File: config.mk
export PLATFORM = sky130hd
export DESIGN_NAME = steer_en
export DESIGN_NICKNAME = d
export VERILOG_FILES = /design/src/rtl/steer_en.sv
export SDC_FILE = /design/constraint.sdc
export NUM_CORES = 1
export LEC_CHECK = 0
export BUFFER_PORTS_ARGS = -buffer_cell sky130_fd_sc_hd__buf_2
export CORE_AREA = 2 2 105 107
export DETAILED_ROUTE_END_ITERATION = 6
export DIE_AREA = 0 0 107 109
export SYNTH_ARGS = -nofsm -noshare
export SYNTH_HDL_FRONTEND = slang
export SYNTH_SLANG_ARGS = --single-unit
export TNS_END_PERCENT = 100
File: constraint.sdc
create_clock -name clk -period 2.6 [get_ports clk]
set_input_delay 0.13 -clock clk [delete_from_list [all_inputs] [get_ports clk]]
set_output_delay 0.13 -clock clk [all_outputs]
set_load 0.1 [all_outputs]
File: src/rtl/steer_en.sv
// Rider-detect and steering-enable stage: decides rider presence and steering permission
// from the two load-cell readings, and registers the saturated left-right difference.
module steer_en #(
   parameter bit          fast_sim      = 1'b0,
   parameter logic [11:0] MIN_RIDER_WT  = 12'h200,
   parameter logic [11:0] WT_HYSTERESIS = 12'h40
) (
   input  logic        clk,
   input  logic        rst_n,
   input  logic [11:0] lft_ld,
   input  logic [11:0] rght_ld,
   output logic        en_steer,
   output logic        rider_off,
   output logic [11:0] ld_cell_diff
);

   localparam int unsigned LD_W   = 12;
   localparam int unsigned SUM_W  = 13;
   localparam int unsigned TMR_W  = 26;
   localparam int unsigned FAST_W = 15;

   localparam logic [SUM_W-1:0] THR_HI = SUM_W'(MIN_RIDER_WT) + SUM_W'(WT_HYSTERESIS);
   localparam logic [SUM_W-1:0] THR_LO = SUM_W'(MIN_RIDER_WT) - SUM_W'(WT_HYSTERESIS);

   typedef enum logic [1:0] {
      IDLE  = 2'b00,
      WAIT  = 2'b01,
      STEER = 2'b10
   } state_t;

   state_t            state;
   state_t            nxt;
   logic [TMR_W-1:0]  tmr;
   logic [TMR_W-1:0]  tmr_nxt;
   logic [SUM_W-1:0]  sum;
   logic [SUM_W-1:0]  diff;
   logic [SUM_W-1:0]  neg_diff;
   logic [LD_W-1:0]   abs_diff;
   logic [SUM_W-1:0]  abs_ext;
   logic [LD_W-1:0]   sat_diff;
   logic              sum_gt_min;
   logic              sum_lt_min;
   logic              diff_gt_1_4;
   logic              diff_gt_15_16;
   logic              tmr_full;

   // Load-cell arithmetic, all 13-bit unsigned compares
   always_comb begin
      sum           = SUM_W'(lft_ld) + SUM_W'(rght_ld);
      diff          = SUM_W'(lft_ld) - SUM_W'(rght_ld);
      neg_diff      = SUM_W'(0) - diff;
      abs_diff      = diff[SUM_W-1] ? neg_diff[LD_W-1:0] : diff[LD_W-1:0];
      abs_ext       = SUM_W'(abs_diff);
      sum_gt_min    = (sum > THR_HI);
      sum_lt_min    = (sum < THR_LO);
      diff_gt_1_4   = (abs_ext > (sum >> 2));
      diff_gt_15_16 = (abs_ext > (sum - (sum >> 4)));
   end

   // diff spans -4095..4095; bits 12:11 disagreeing means it left the 12-bit signed range
   always_comb begin
      sat_diff = diff[LD_W-1:0];
      if (!diff[SUM_W-1] && diff[LD_W-1])
         sat_diff = 12'h7FF;
      else if (diff[SUM_W-1] && !diff[LD_W-1])
         sat_diff = 12'h800;
   end

   always_comb begin
      if (fast_sim)
         tmr_full = &tmr[FAST_W-1:0];
      else
         tmr_full = &tmr;
   end

   // Stability timer only runs while waiting on an evenly-loaded rider
   always_comb begin
      tmr_nxt = '0;
      if (state == WAIT && !diff_gt_1_4)
         tmr_nxt = tmr + TMR_W'(1);
   end

   always_ff @(posedge clk or negedge rst_n) begin
      if (!rst_n) begin
         state <= IDLE;
      end else begin
         state <= nxt;
      end
   end

   // Next state; the low-weight exit always takes priority over diff conditions
   always_comb begin
      nxt = IDLE;
      case (state)
         IDLE: begin
            if (sum_gt_min)
               nxt = WAIT;
            else
               nxt = IDLE;
         end
         WAIT: begin
            if (sum_lt_min)
               nxt = IDLE;
            else if (diff_gt_1_4)
               nxt = WAIT;
            else if (tmr_full)
               nxt = STEER;
            else
               nxt = WAIT;
         end
         STEER: begin
            if (sum_lt_min)
               nxt = IDLE;
            else if (diff_gt_15_16)
               nxt = WAIT;
            else
               nxt = STEER;
         end
         default: nxt = IDLE;
      endcase
   end

   // Outputs are flops loaded with the decoded next state, so they track the state register
   always_ff @(posedge clk or negedge rst_n) begin
      if (!rst_n) begin
         tmr          <= '0;
         ld_cell_diff <= '0;
         rider_off    <= 1'b1;
         en_steer     <= 1'b0;
      end else begin
         tmr          <= tmr_nxt;
         ld_cell_diff <= sat_diff;
         rider_off    <= (nxt == IDLE);
         en_steer     <= (nxt == STEER);
      end
   end

endmodule

==> results by group <==
Worst setup path
  – CP max stage cell: or3_4
  – Arr. time, crit path: 4.83 ns
  – Worst r2r src: tmr[0]
  – Cell mode on critical path: a21oi_2
  – Setup crit end kind: flip-flop
  – Max incr delay on CP: 0.35 ns
  – Crit path kind: in2reg
  – Required time of the critical path: ~2.8 ns
  – Crit-path max FO: 3
  – CP delay by family, top: compound AO/OA/AOI/OAI gates
  – Critical Path Source: rght_ld[1]
  – CP Buf/Inv Count: 3
  – Type of element launching the critical path: primary input

Worst hold path
  – Worst hold start: rght_ld[0]
  – Worst hold path type: in2reg

Floorplan
  – Die H: about 110 µm
  – Die Area: 0.0117 mm²
  – Initial core utilization: 43.5%
  – Core ar.: 0.0106 mm²
  – Top Ports: 40
  – Placement Rows: 38
  – Die width: 107 µm

Pwr
  – Peak VDD IR: 0.439 mV
  – Pint: 2.84 mW
  – Power Total: 5.11 mW
  – Gate power share: 74.8%
  – Clk network pwr share: 10.4%
  – Flop pwr share: 14.8%
  – PD cells: 746 mW/mm²
  – Leak: 3.28 nW
  – Sw Share: 44.5%
  – Switching pwr: 2.27 mW

Timing
  – Tcrit/Tclk final: 177%
  – Max Fclk: approximately 220 MHz
  – Worst clock skew: approximately 0.012 ns
  – Slew HR: 39.9%
  – Slew Limit Fails: 0
  – # setup viols final: 30
  – Setup TNS: -47.00 ns
  – Hold WS: between 0.4 and 0.5 ns
  – RSZ-0062 raised after global routing: true
  – Final hold vios: 0
  – Worst-Margin Slew: 0.901 ns
  – Min Tclk post-route: 4.59 ns
  – Worst setup margin: -1.99 ns

Yosys
  – Netlist cell types: 73
  – Synth warn: 0
  – Top cells by count, synth: ha_1, nor2_1, dfrtp_1
  – FFs w/ async S/R, synth: 100%
  – Most common cell in the netlist: ha_1
  – Register area share after synthesis: 22.8%
  – Number of synthesized register bits: between 40 and 50
  – Mapped Area: 0.00461 mm²
  – Yosys top cell by area: dfrtp_1
  – Post-Syn Instances: 534
  – Synth top area cells: dfrtp_1, ha_1, xnor2_1
  – Dominant synthesized flop cell: dfrtp_1
  – Avg Inst Size Synth: roughly 8.6 µm²
  – Post-synth EDFFs: 0
  – Share of the synthesized area in the top cell type: 22.3%
  – Synthesized net count: 618

Layout
  – Core Util, Final: roughly 65%
  – Fin nets: 837
  – Area growth, synth to finish: 48.7%
  – Final instance area: slightly below 0.007 mm²
  – Post-route insts no fill: 894
  – Share of layout cells above drive strength 1: 43.2%
  – Diodes inserted: 0
  – Layout fillers: about 890

Global route
  – First-pass GRT wire length: 21.7 mm
  – Pin count of the biggest net entering global routing: 43
  – Vias in the first global route: 4827
  – Global route overflow: 0
  – Initial antenna violation count: 0
  – Total track usage: about a quarter

Placement
  – Final Wtd Congestion: 0.917
  – DP Cell Count: between 800 and 900
  – IO buf count: 39
  – DPL Wire Length: 10.5 mm
  – Post-DP Area: 0.00620 mm²
  – Post-place setup slack: -2.33 ns

Detailed routing
  – Routed via count: 4699
  – Post-DR vias/cell: 5.26
  – Pre-antenna DRT Iters: 4
  – Routed Wire Length: around 14 mm
  – Initial drt markers: 234
  – Wire per inst: 15.1 µm
  – ANT nets after route: 0
  – DR DRC count: 0

Clock tree
  – Reg clk slew, reported paths: roughly 0.07 ns
  – H-tree levels: 2
  – Clock Tree Root: clkbuf_8
  – CTS tree: yes
  – Max clock buf depth: 2
  – Num CTS Buffers: 5
  – Skew-Pair Late Insertion Delay: between 0.3 and 0.4 ns
  – CTS sink count: 42

Job
  – Max-cap violations: 0

Status
  – Failing checks: negative setup slack
  – Status: complete, but fails checks
## sequential cells by signal (all words and copies together), names as in the netlist
register      flops
state             2
rider_off         1
en_steer          1
tmr              26
ld_cell_diff     12
## placed cells by master, fill, tap and decap left out, types with 8 or more instances in the layout
master,instances
nor2_1,45
a21oi_1,17
dfrtp_1,41
a21o_1,14
buf_4,181
and3_1,8
nand2_1,33
ha_1,50
o21ai_0,14
buf_2,38
nand4_1,11
xnor2_1,37
a21oi_2,9
nand2b_1,8
nor2_2,11
inv_1,34
xor2_1,25
nand3_1,14
## cell families (layout without fill, tap and decap cells)
kind of cell	count (synthesis)	after routing	synth area share, %
xor gates and xnor gates	69	69	13.6
muxes	1	1	0.217
buffers and inverters	59	279	5.46
and+or+nand+nor	167	167	18.4
AOI/OAI and AO/OA	131	131	21.7
DFF	42	42	22.8
adders and majority gates	65	65	17.8
## worst paths after layout
path | to | slack, ns | cells past startpoint
setup / recovery | state[1] | -1.99 | 28
hold / removal | ld_cell_diff[0] | 0.46 | 5
setup reg to reg | en_steer | 0.21 | 9
hold reg to reg | tmr[0] | 0.49 | 1
max in group asynchronous | tmr[23] | 1.54 | 2
min in group asynchronous | tmr[0] | 0.49 | 2
## final cells by class
type	instances	area, µm²	share of cell area (%)
sequential	42	1050	15.4
clock buffer	7	86.3	1.26
clock inverter	1	30.0	0.438
timing repair buffer	227	1690	24.7
multi-input combinational	433	3650	53.2
inverter	44	171	2.50
tap	140	175	2.56
## worst reg2reg max path, cell delays in order, from the launching register on
cell and delay [ns]:
dfrtp_1 0.40, ha_1 0.23, and3_1 0.22, and2_1 0.18, nand4_1 0.23, nor3_1 0.39
nand3_1 0.13, nor2_1 0.16, o311ai_1 0.20, a21oi_2 0.18
## layer usage
metal	track usage (%)	part of all wire, %	vias up
li1	-	-	2342
met3	1.91	1.9	26
met5	0	0	-
met2	44.4	53	71
met1	26.6	42	2260
met4	10.6	3.2	0
## power by group through the flow
| stage | registers, mW | logic (mW) | clock network, mW |
|---|---|---|---|
| finish | 0.756 | 3.82 | 0.533 |
| global route | 0.762 | 4.12 | 0.561 |
| CTS | 0.757 | 3.63 | 0.543 |
| detailed placement | 0.771 | 3.20 | 0 |
| global placement | 0.765 | 3.10 | 0 |
| floorplan | 1.16 | 1.70 | 0 |
## timing repair
item / 4_1_cts / 5_1_grt
hold buffers: 1 / 0
resized for setup: 38 / 26
hold endpoints to repair: 41 / 0
setup buffers: 19 / 7
setup endpoints to repair: 30 / 30
pin swaps: 44 / 38
gates cloned: 2 / 0
No activity file was read; power rests on OpenSTA's default activity.
